File: src/rtl/mem_pkg.sv
// Shared types and constants for the memory stage.
// Holds the FSM state enum, funct3 size codes and the load result-select code.
package mem_pkg;

  typedef enum logic [1:0] {
    S_IDLE,
    S_REQ,
    S_WAIT,
    S_DONE
  } mem_state_t;

  localparam logic [2:0] F3_LB  = 3'b000;
  localparam logic [2:0] F3_LH  = 3'b001;
  localparam logic [2:0] F3_LW  = 3'b010;
  localparam logic [2:0] F3_LBU = 3'b100;
  localparam logic [2:0] F3_LHU = 3'b101;

  localparam logic [1:0] RESULT_SRC_LOAD = 2'b01;

  // Halfword needs addr[0]=0, word needs addr[1:0]=0.
  function automatic logic is_misaligned(
    input logic [2:0] f3,
    input logic [1:0] a
  );
    return ((f3[1:0] == 2'b01) && a[0]) ||
           ((f3[1:0] == 2'b10) && (a != 2'b00));
  endfunction

endpackage

File: src/rtl/load_align.sv
// Load data alignment: picks byte/half from the memory word and extends it.
// Ports: rdata (memory word), addr (low address bits), funct3 -> data.
module load_align
  import mem_pkg::*;
(
  input  logic [31:0] rdata,
  input  logic [1:0]  addr,
  input  logic [2:0]  funct3,
  output logic [31:0] data
);

  logic [7:0]  b;
  logic [15:0] h;

  always_comb begin
    b = rdata[7:0];
    unique case (addr)
      2'd0: b = rdata[7:0];
      2'd1: b = rdata[15:8];
      2'd2: b = rdata[23:16];
      2'd3: b = rdata[31:24];
    endcase
    h = addr[1] ? rdata[31:16] : rdata[15:0];
    data = rdata;
    unique case (1'b1)
      funct3 == F3_LB:  data = {{24{b[7]}}, b};
      funct3 == F3_LH:  data = {{16{h[15]}}, h};
      funct3 == F3_LBU: data = {24'd0, b};
      funct3 == F3_LHU: data = {16'd0, h};
      default:          data = rdata;
    endcase
  end

endmodule

File: src/rtl/memory_access.sv
// Memory stage: EX/MEM register, dmem valid/ready request FSM, load alignment.
// Ports: E-stage inputs, StallM, dmem_* bus, M-stage writeback outputs
// (MisalignM only when MEM_MISALIGN_TRAP_EN is defined).
module memory_access
  import mem_pkg::*;
#(
  parameter int XLEN = 32
) (
  input  logic            clk,
  input  logic            rst,
  input  logic            RegWriteE,
  input  logic            MemWriteE,
  input  logic [1:0]      ResultSrcE,
  input  logic [2:0]      Funct3E,
  input  logic [XLEN-1:0] ALUResultE,
  input  logic [XLEN-1:0] WriteDataE,
  input  logic [XLEN-1:0] PCPlus4E,
  input  logic [4:0]      RdE,
  output logic            StallM,
  output logic            dmem_req_valid,
  input  logic            dmem_req_ready,
  output logic [XLEN-1:0] dmem_addr,
  output logic            dmem_we,
  output logic [3:0]      dmem_be,
  output logic [XLEN-1:0] dmem_wdata,
  input  logic            dmem_rsp_valid,
  input  logic [XLEN-1:0] dmem_rdata,
`ifdef MEM_MISALIGN_TRAP_EN
  output logic            MisalignM,
`endif
  output logic            RegWriteM,
  output logic [1:0]      ResultSrcM,
  output logic [XLEN-1:0] ALUResultM,
  output logic [XLEN-1:0] ReadDataM,
  output logic [4:0]      RdM,
  output logic [XLEN-1:0] PCPlus4M
);

  logic        reg_write_q,  reg_write_d;
  logic        mem_write_q,  mem_write_d;
  logic [1:0]  result_src_q, result_src_d;
  logic [2:0]  funct3_q,     funct3_d;
  logic [31:0] alu_result_q, alu_result_d;
  logic [31:0] write_data_q, write_data_d;
  logic [31:0] pc_plus4_q,   pc_plus4_d;
  logic [4:0]  rd_q,         rd_d;
  logic [31:0] read_data_q,  read_data_d;
  mem_state_t  state_q,      state_d;

  logic        is_load_m, mem_op_m, mem_op_e;
  logic        mis_m, mis_e, stall;
  logic [31:0] aligned;

  load_align u_align (
    .rdata  (dmem_rdata),
    .addr   (alu_result_q[1:0]),
    .funct3 (funct3_q),
    .data   (aligned)
  );

`ifdef MEM_MISALIGN_TRAP_EN
  assign mis_m = is_misaligned(funct3_q, alu_result_q[1:0]);
  assign mis_e = is_misaligned(Funct3E, ALUResultE[1:0]);
`else
  assign mis_m = 1'b0;
  assign mis_e = 1'b0;
`endif

  assign is_load_m = result_src_q == RESULT_SRC_LOAD;
  assign mem_op_m  = mem_write_q | is_load_m;
  assign mem_op_e  = MemWriteE | (ResultSrcE == RESULT_SRC_LOAD);
  assign stall     = mem_op_m && (state_q != S_DONE);

  always_comb begin
    reg_write_d  = reg_write_q;
    mem_write_d  = mem_write_q;
    result_src_d = result_src_q;
    funct3_d     = funct3_q;
    alu_result_d = alu_result_q;
    write_data_d = write_data_q;
    pc_plus4_d   = pc_plus4_q;
    rd_d         = rd_q;
    read_data_d  = read_data_q;
    state_d      = state_q;
    if (!stall) begin
      reg_write_d  = RegWriteE;
      mem_write_d  = MemWriteE;
      result_src_d = ResultSrcE;
      funct3_d     = Funct3E;
      alu_result_d = ALUResultE;
      write_data_d = WriteDataE;
      pc_plus4_d   = PCPlus4E;
      rd_d         = RdE;
    end
    unique case (state_q)
      S_IDLE:
        if (mem_op_m) state_d = mis_m ? S_DONE : S_REQ;
      S_REQ:
        if (dmem_req_ready) state_d = S_WAIT;
      S_WAIT:
        if (dmem_rsp_valid) begin
          read_data_d = is_load_m ? aligned : 32'd0;
          state_d     = S_DONE;
        end
      // Back-to-back memory ops skip the IDLE cycle.
      S_DONE:
        state_d = (mem_op_e && !mis_e) ? S_REQ : S_IDLE;
    endcase
  end

  always_ff @(posedge clk) begin
    if (rst) begin
      reg_write_q  <= 1'b0;
      mem_write_q  <= 1'b0;
      result_src_q <= 2'b00;
      funct3_q     <= 3'b000;
      alu_result_q <= 32'd0;
      write_data_q <= 32'd0;
      pc_plus4_q   <= 32'd0;
      rd_q         <= 5'd0;
      read_data_q  <= 32'd0;
      state_q      <= S_IDLE;
    end else begin
      reg_write_q  <= reg_write_d;
      mem_write_q  <= mem_write_d;
      result_src_q <= result_src_d;
      funct3_q     <= funct3_d;
      alu_result_q <= alu_result_d;
      write_data_q <= write_data_d;
      pc_plus4_q   <= pc_plus4_d;
      rd_q         <= rd_d;
      read_data_q  <= read_data_d;
      state_q      <= state_d;
    end
  end

  // Lanes/data are zero for non-stores so a bubble drives an idle bus.
  always_comb begin
    dmem_be    = 4'b0000;
    dmem_wdata = 32'd0;
    if (mem_write_q) begin
      unique case (funct3_q[1:0])
        2'b00: begin
          dmem_be    = 4'b0001 << alu_result_q[1:0];
          dmem_wdata = {4{write_data_q[7:0]}};
        end
        2'b01: begin
          dmem_be    = alu_result_q[1] ? 4'b1100 : 4'b0011;
          dmem_wdata = {2{write_data_q[15:0]}};
        end
        default: begin
          dmem_be    = 4'b1111;
          dmem_wdata = write_data_q;
        end
      endcase
    end
  end

  assign StallM         = stall;
  assign dmem_req_valid = state_q == S_REQ;
  assign dmem_addr      = {alu_result_q[31:2], 2'b00};
  assign dmem_we        = mem_write_q;

`ifdef MEM_MISALIGN_TRAP_EN
  assign MisalignM = (state_q == S_DONE) && mis_m;
  assign RegWriteM = reg_write_q && !MisalignM;
`else
  assign RegWriteM = reg_write_q;
`endif

  assign ResultSrcM = result_src_q;
  assign ALUResultM = alu_result_q;
  assign ReadDataM  = read_data_q;
  assign RdM        = rd_q;
  assign PCPlus4M   = pc_plus4_q;

endmodule

File: config.mk
export PLATFORM = sky130hd
export DESIGN_NAME = memory_access
export DESIGN_NICKNAME = d
export VERILOG_FILES = /design/src/rtl/mem_pkg.sv /design/src/rtl/load_align.sv /design/src/rtl/memory_access.sv
export SDC_FILE = /design/constraint.sdc
export NUM_CORES = 1
export LEC_CHECK = 0
export ABC_CLOCK_PERIOD_IN_PS = 3350
export CAP_MARGIN = 20
export CORE_MARGIN = 2
export CORE_UTILIZATION = 43
export CTS_BUF_LIST = sky130_fd_sc_hd__clkbuf_8
export CTS_CLUSTER_DIAMETER = 100
export DETAILED_ROUTE_END_ITERATION = 7
export GPL_TIMING_DRIVEN = 0
export PLACE_DENSITY = 0.93
export SYNTH_ARGS = -nofsm -noshare
export SYNTH_HDL_FRONTEND = slang
export SYNTH_SLANG_ARGS = --single-unit
File: constraint.sdc
create_clock -name clk -period 3.35 [get_ports clk]
set_clock_uncertainty 0.05 [all_clocks]
set_input_delay 0.67 -clock clk [delete_from_list [all_inputs] [get_ports clk]]
set_output_delay 0.67 -clock clk [all_outputs]
set_load 0.02 [all_outputs]
* Yosys cells after proc, flatten, opt, wreduce, memory -nomap -nowiden
Index checks and enable logic that the tools add are counted.
** Storage, ports and cells
- Register bits after elaboration :: 142
- Output and inout bits :: 175
- Word-level logic and storage cells :: 50
** Cells by class
- Equality and inequality tests :: 16
- Shift-type cells :: 1
- Muxes and demuxes :: 14
- Bitwise gates (word level) :: 2
- Reductions and logical operators :: 7
** Operator list (number)
- $pmux 32 s4 :: 1
- $mux 32 :: 2
- $pmux 32 s2 :: 1
- $pmux 8 s4 :: 1
- $mux 16 :: 1
- $eq 2x1->1 const B :: 5
- $eq 2x2->1 const B :: 4
- $mux 4 :: 2
- $pmux 2 s4 :: 1
- $pmux 4 s2 :: 1
- $eq 3x3->1 const B :: 2
- $logic_not 2->1 :: 3
- $mux 2 :: 3
- $ne 2x2->1 const B :: 3
- $shl 1x2->4 const A :: 1
- $eq 3x1->1 const B :: 1
- $logic_not 3->1 :: 1
- $reduce_and 3->1 :: 1
- $ne 2x1->1 const B :: 1
- $or 1x1->1 :: 2
- $reduce_and 2->1 :: 1
- $logic_and 1x1->1 :: 1
- $mux 1 :: 1

* Longest topological paths before layout
Gate-level depths: netlist of the first run.
- Depth in word-level cells :: 4
- Gate-level depth with buffers :: 8

* By module
From an unflattened synthesis of the first run, not the netlist that was laid out.
** Unflattened totals
- Cells, all modules :: 847
- Area, all modules :: 6501.2 sq um
** By module, submodules not included
- memory_access :: times used 1, cells each 737, area each 5851.9 sq um, seq. area each 2842.7 sq um
- load_align :: times used 1, cells each 110, area each 649.4 sq um, seq. area each 0.0 sq um

* Worst setup path after synthesis of the first run
OpenSTA, ideal clock, no wires.
- Path type :: flip-flop to output port
- From :: register alu_result_q[0] (netlist: ALUResultM[0])
- To :: output port dmem_be[0]
- Arrival time :: 1.430 ns
- Data required time :: 2.630 ns
- Path slack :: 1.200 ns
- Stages on the path, launching flop included :: 6
- Buffers on the path :: 2
- Cells stage by stage :: dfxtp_1 buf_2 nand2b_1 clkbuf_1 a21oi_2 nor2_1
** Between the ends
- Word-level cells in the longest chain between the ends :: 3
** Ends and longest elaborated chain
- from (decl) :: line memory_access.sv:43 : logic [31:0] alu_result_q, alu_result_d;
- from (signal assigned) :: line memory_access.sv:128 : alu_result_q <= alu_result_d;
- $shl 1x2->4 :: line memory_access.sv:144 : dmem_be = 4'b0001 << alu_result_q[1:0];
- $pmux 4 s2 :: line memory_access.sv:142 : unique case (funct3_q[1:0])
- $mux 4 :: line memory_access.sv:141 : if (mem_write_q) begin
- to (decl) :: line memory_access.sv:24 : output logic [3:0] dmem_be,
No other way between the ends.

* Worst setup path in the final report of the first run
- From :: register mem_write_q (netlist: dmem_we)
- To :: output port dmem_be[1]
** Between the ends
- Word-level cells in the longest chain between the ends :: 1
** Ends and longest elaborated chain
- from (decl) :: line memory_access.sv:40 : logic mem_write_q, mem_write_d;
- from (signal assigned) :: line memory_access.sv:125 : mem_write_q <= mem_write_d;
- $mux 4 :: line memory_access.sv:141
No other way between the ends.

==> impl_results.md, run 1 <==
* Status: finished clean
* Area of the multi-input gates at 2858 um2
* Max Cap Violations at 0
* H-tree levels at 4
* EDFF count, synth at 0
* Setup repair bufs after CTS at 0
* Global route overflow at 0
* Reg-to-reg startpoint: state_q[0]
* Initial antenna violation count at 0
* Share of post-route cells with drive strength above 1 at 9.842%
* Synthesized flop and latch total at 142
* First-pass GRT wire length at 36.35 mm
* Routed Antenna Nets at 0
* Critical path launch point type: register
* Vias in the first global route at 6924
* Placed cell count at 1292
* Sequential fraction of the synthesis area at 45.60%
* Worst-path fanout max at 10
* Clk buf depth at 2
* Syn. warnings at 0
* DR DRC count at 0
* Mean post-synth cell area at 7.881 um2
* Root Buffer: clkbuf_8
* ANT cells at 0
* Final hold viol count at 0
* Setup ws final at 120.6 ps
* WHS at 401.2 ps
* Final setup violation count at 0
* Tot GR Track Use at 29.33%
* Row cnt at 44
* Hold Buf Count CTS at 0
* Async set or reset register ratio after synthesis at 0%
* Worst Min Path Start: RdM[3]
* Max frequency at 0.3097 GHz
* Initial core utilization at 43.38%
* Drt wl/cell at 17.44 um
* Synth Instances at 791
* Worst setup path startpoint: dmem_we
* Internal reg-to-reg setup slack at 1070 ps
* Critical path endpoint category: output pin
* Sequential cell area at 2845 um2
* Post-synth top area share at 45.60%
* Port Buffers at 316
* Die Wd at 124.4 um
* Synth-to-layout area growth at 61.48%
* NumNets Final at 1274
* WP data arrival at 2510 ps
* TritonCTS clock tree: built
* CTS clock-pin slew for the worst setup and hold paths at 80 ps
* Period minus WS final at 3229 ps
* Worst Hold Class: reg2reg
* Total Negative Setup Slacks at 0 ps
* IO Pins at 319
* Cell taking the most area after synthesis: dfxtp_1
* Die Span Y at 124.4 um
* Leakage at 0.003936 uW
* Largest net degree at the start of global routing at 17
* Top FF cell, synth: dfxtp_1
* Final Instance Count excl. Fillers at 1322
* Worst slew margin at 57.21%
* Die footprint at 15480 um2
* Initial drt markers at 475
* TritonCTS Buffers at 17
* Placed wire-length estimate at 17.78 mm
* CTS Sinks at 142
* Pwr/cell area at 546.8 nW/um2
* Core area at 14370 um2
* Final period utilization at 96.40%
* Vias per cell at 5.276
* DR pass1 iterations at 6
* Worst-Skew Late Latency at 450 ps
* Mapped cell area at 6233 um2
* Worst vdd ir at 385.5 uV
* Final WL at 23.06 mm
* WS Path Type: reg2out
* RSZ-0062 raised after global routing: no
* Routability cong. at 0.8548
* Worst Max-Slew Pin Slew at 641.8 ps
* Area contributors post-synth: dfxtp_1 46%, nand2_1 15%, a21oi_1 11%
* Post-Place Setup Slack at 142.8 ps
* Slew Limit Fails at 0
* Yosys cell types at 43
* CP Data Required Time at 2630 ps
* Via Count at 6975
* # fillers at 1126
## state kept, by name, indices dropped and copies added (netlist names)
name / flops
RegWriteM: 1
ALUResultM: 32
RdM: 5
PCPlus4M: 32
ReadDataM: 32
ResultSrcM: 2
dmem_we: 1
state_q: 2
write_data_q: 32
funct3_q: 3
## worst max-delay path, stage by stage (launching register included)
cell             delay [ps]
dfxtp_1                 350
inv_1                   160
clkbuf_1                490
clkbuf_2                370
nor2_1                  130
clkdlybuf4s50_1         560
## cells in the final DEF, fill, tap and decap left out, types with 18 or more instances in the layout
master,Yosys,layout
clkdlybuf4s50_1,0,315
o21ai_0,19,19
a21oi_1,136,136
dfxtp_1,142,140
mux2i_1,18,18
buf_2,18,18
clkbuf_8,0,20
nor2_1,35,35
buf_4,36,37
nand2_1,242,242
clkbuf_1,32,26
## timing repair
item                                    4_1_cts  5_1_grt
endpoints found under the setup margin       18        9
cloned                                        0        0
gates resized for setup                       8        3
pin swaps                                     0        0
## metrics by stage
| stage | cell area [um2] | power, uW | util (%) |
|---|---|---|---|
| 2_1_floorplan | 6237 | 3157 | - |
| 3_3_place_gp | 9630 | 4013 | 67.02 |
| 3_5_place_dp | 9630 | 4064 | 67.02 |
| 4_1_cts | 10050 | 5513 | 69.98 |
| 5_1_grt | 10070 | 5766 | 70.05 |
| 6_report | 10070 | 5504 | 70.05 |
## where the power goes
group | internal, uW | switching (uW) | leakage, uW
Combinational | 899 | 1090 | 0.00256
Clock | 787 | 674 | 0.000212
Sequential | 1890 | 165 | 0.00117
Total | 3570 | 1930 | 0.00394
## layer usage
| layer | GRT usage, % | wire length (um) | share of wire, % |
|---|---|---|---|
| met1 | 33.21 | 8746 | 38 |
| met2 | 50.95 | 11500 | 50 |
| met3 | 8.677 | 1974 | 8.6 |
| met4 | 13.15 | 842 | 3.7 |
| met5 | 0 | 0 | 0 |
## cells in the mapped netlist, types with 8 or more instances
library cell  number
a221o_1            8
a221o_2            8
dfxtp_1          142
a21o_1             9
buf_4             36
inv_1              8
nand2_1          242
buf_2             18
a21oi_1          136
and2_1             8
a31oi_1            8
mux2i_1           18
nor2_1            35
clkbuf_1          32
or3_1              9
o21ai_0           19
## logic make-up after synthesis
kind of cell	count (synthesis)	share of synthesized area, %
buffers and inverters	99	8.731
AOI/OAI and AO/OA	211	20.13
other	1	0.06016
DFF	142	45.60
muxes	21	3.733
and+or+nand+nor	313	20.94
adders and majority gates	4	0.8029
## final timing paths
path	depth (start not counted)	endpoint
worst max-delay path	5	dmem_be[1]
worst min-delay path	2	RdM[3]
worst max register to register	7	ReadDataM[29]
worst min register to register	2	RdM[3]
## final cells by class
| cell class | instances | share of cell area, % |
|---|---|---|
| Buffer | 88 | 5.096 |
| Clock buffer | 20 | 2.735 |
| Clock inverter | 11 | 1.405 |
| Inverter | 10 | 0.3729 |
| Multi-Input combinational cell | 551 | 28.39 |
| Sequential cell | 142 | 28.27 |
| Tap cell | 184 | 2.287 |
| Timing Repair Buffer | 316 | 31.45 |
(Power assumes the default switching activity.)
==> run 2: changes to the inputs <==
- CAP_MARGIN: 20 -> not set
- CORE_ASPECT_RATIO: not set -> 1.4
- CORE_UTILIZATION: 43 -> 30
- PLACE_DENSITY: 0.93 -> 0.62
==> impl_results.md, run 2 (same netlist as run 1, synthesis figures left out) <==
* Status: finished clean (unchanged)
* Routed Antenna Nets at 0 (unchanged)
* Reg-to-reg startpoint: state_q[0] (unchanged)
* P_int at 3554 uW (was 3573 uW)
* # fillers at 2044 (was 1126)
* CP Data Required Time at 2630 ps (about the same)
* H-tree levels at 4 (unchanged)
* Buf+Inv Stages, Crit Path at 2 (was 4)
* Via Count at 6632 (was 6975)
* Most frequent cells in the layout: 313 x clkdlybuf4s50_1, 242 x nand2_1, 140 x dfxtp_1, 136 x a21oi_1, 37 x buf_4 (was 315 x clkdlybuf4s50_1, 242 x nand2_1, 140 x dfxtp_1, 136 x a21oi_1, 37 x buf_4)
* Flop pwr share at 37.0% (was 37.3%)
* Drt wl/cell at 17.39 um (was 17.44 um)
* Net Sw Frac at 35.92% (was 35.08%)
* CP max stage delay at 630 ps (was 560 ps)
* Reg2reg end: ReadDataM[29] (unchanged)
* Worst hold stages at 2 (unchanged)
* Final setup violation count at 0 (unchanged)
* Core area at 20480 um2 (was 14370 um2)
* Initial drt markers at 349 (was 475)
* Sequential cell area at 2845 um2 (unchanged)
* Share of post-route cells with drive strength above 1 at 10.10% (was 9.842%)
* WS Path Type: reg2out (unchanged)
* Initial antenna violation count at 0 (unchanged)
* Worst Min Path Start: ReadDataM[6] (was RdM[3])
* Top delay family on crit path: buffers and inverters (unchanged)
* Overall Power at 5547 uW (was 5504 uW)
* Clk buf depth at 2 (unchanged)
* Hold Crit Endpoint: ReadDataM[6] (was RdM[3])
* IO Pins at 319 (unchanged)
* TritonCTS clock tree: built (unchanged)
* Final Util at 49.66% (was 70.05%)
* Pwr/cell area at 545.4 nW/um2 (was 546.8 nW/um2)
* Global route overflow at 0 (unchanged)
* Final period utilization at 96.35% (was 96.40%)
* Combinational power share at 35.7% (was 36.2%)
* Worst vdd ir at 257.2 uV (was 385.5 uV)
* TritonCTS Buffers at 17 (unchanged)
* Max frequency at 0.3098 GHz (was 0.3097 GHz)
* NumNets Final at 1274 (unchanged)
* Max Cap Violations at 0 (unchanged)
* Vias in the first global route at 6621 (was 6924)
* Period minus WS final at 3228 ps (was 3229 ps)
* Row cnt at 62 (was 44)
* Worst-Skew Late Latency at 440 ps (was 450 ps)
* Reported net switching power at 1993 uW (was 1931 uW)
* Post-Place Setup Slack at 204.6 ps (was 142.8 ps)
* Setup ws final at 122.3 ps (was 120.6 ps)
* Slew Limit Fails at 0 (unchanged)
* Root Buffer: clkbuf_8 (unchanged)
* First-pass GRT wire length at 37.26 mm (was 36.35 mm)
* Die Wd at 125.8 um (was 124.4 um)
* RSZ-0062 raised after global routing: no (unchanged)
* Critical path launch point type: register (unchanged)
* Area of the multi-input gates at 2853 um2 (was 2858 um2)
* Tot GR Track Use at 21.76% (was 29.33%)
* Vias per cell at 4.754 (was 5.276)
* Routability cong. at 0.8621 (was 0.8548)
* Final hold viol count at 0 (unchanged)
* Hold Buf Count CTS at 0 (unchanged)
* Internal reg-to-reg setup slack at 1070 ps (about the same)
* Worst-path fanout max at 9 (was 10)
* Clock power frac at 27.3% (was 26.5%)
* Critical Path Slowest Stage Cell: dfxtp_1 (was clkdlybuf4s50_1)
* Worst slew margin at 44.08% (was 57.21%)
* Largest net degree at the start of global routing at 17 (unchanged)
* Critical Path, Cell by Cell: clkinv_1 -> a21oi_2 -> nor2_1 -> clkdlybuf4s50_1 (was inv_1 -> clkbuf_1 -> clkbuf_2 -> nor2_1 -> clkdlybuf4s50_1)
* DR pass1 iterations at 5 (was 6)
* ANT cells at 0 (unchanged)
* CTS Sinks at 142 (unchanged)
* Port Buffers at 316 (unchanged)
* Die Span Y at 174.6 um (was 124.4 um)
* Most common cell after layout, fill and taps aside: clkdlybuf4s50_1 (unchanged)
* Synth-to-layout area growth at 63.17% (was 61.48%)
* Worst Hold Class: reg2reg (unchanged)
* Die footprint at 21960 um2 (was 15480 um2)
* WP data arrival at 2510 ps (about the same)
* Placed wire-length estimate at 18.81 mm (was 17.78 mm)
* Leakage at 0.003974 uW (was 0.003936 uW)
* CTS clock-pin slew for the worst setup and hold paths at 80 ps (about the same)
* Register-to-Register Path Depth at 7 (unchanged)
* Worst Max-Slew Pin Slew at 838.8 ps (was 641.8 ps)
* Critical path endpoint category: output pin (unchanged)
* Initial core utilization at 30.44% (was 43.38%)
* Final WL at 24.26 mm (was 23.06 mm)
* DR DRC count at 0 (unchanged)
==> run 2: changes by cell type in the layout (fill, tap and decap cells not counted), moves of 2 or more <==
cell	before	now
clkbuf_8	20	18
clkinv_2	3	1
clkdlybuf4s50_1	315	313
clkinv_4	2	5
dlymetal6s2s_1	1	3
inv_6	0	4
==> run 2: worst max path at each step <==
stage / startpoint / end / slack (ps) / cells after the start
detailed placement: funct3_q[0] / dmem_wdata[29] / 200 / 7
floorplan: ALUResultM[0] / dmem_be[0] / 1200 / 5
finish: ALUResultM[1] / dmem_be[0] / 120 / 4
global route: ALUResultM[1] / dmem_be[0] / 4 / 4
CTS: funct3_q[1] / dmem_wdata[31] / -8 / 5
global placement: funct3_q[0] / dmem_wdata[29] / 210 / 7
==> run 2: power groups by stage <==
stage	clock, uW	combinational, uW	sequential [uW]
global route	1630	2150	2080
global placement	0	1990	2090
finish	1510	1980	2050
floorplan	0	958	2200
CTS	1550	2010	2060
detailed placement	0	1990	2090
==> run 2: metal layers <==
metal	part of all wire (%)	global-route usage, %	vias up
met4	2.1	7.143	0
li1	-	-	3295
met5	0	0	-
met1	40	25.10	3080
met2	51	38.49	230
met3	7.0	6.310	27
==> run 2: tightest hold or removal path, delay by kind of cell (launching register included) <==
family / cells / cell delay (ps)
compound gates: 1 / 50
simple gates: 1 / 50
flops: 1 / 320
==> run 2: cell type report <==
class,instances,area share [%]
plain buffers,88,5.068
clock buffers,18,2.436
clock inverters,14,1.784
inverters,10,0.3690
multi-input cells,551,28.05
flip-flops and latches,142,27.97
well taps,256,3.149
repair buffers,316,31.17
==> run 2: per-stage QoR <==
step	instances	hold WS [ps]	instance area [um2]	TNS, ps
after floorplan	792	381.5	6237	0
after global placement	1364	382.7	9721	0
after detailed placement	1364	391.3	9721	0
after CTS	1395	403.6	10160	-7.930
after global routing	1395	424.5	10170	0
final	1395	401.2	10170	0
==> run 2: repair_timing <==
item                       4_1_cts  5_1_grt
buffers inserted                 0        0
resized for setup                8        7
gates cloned                     0        0
setup endpoints to repair       26       15
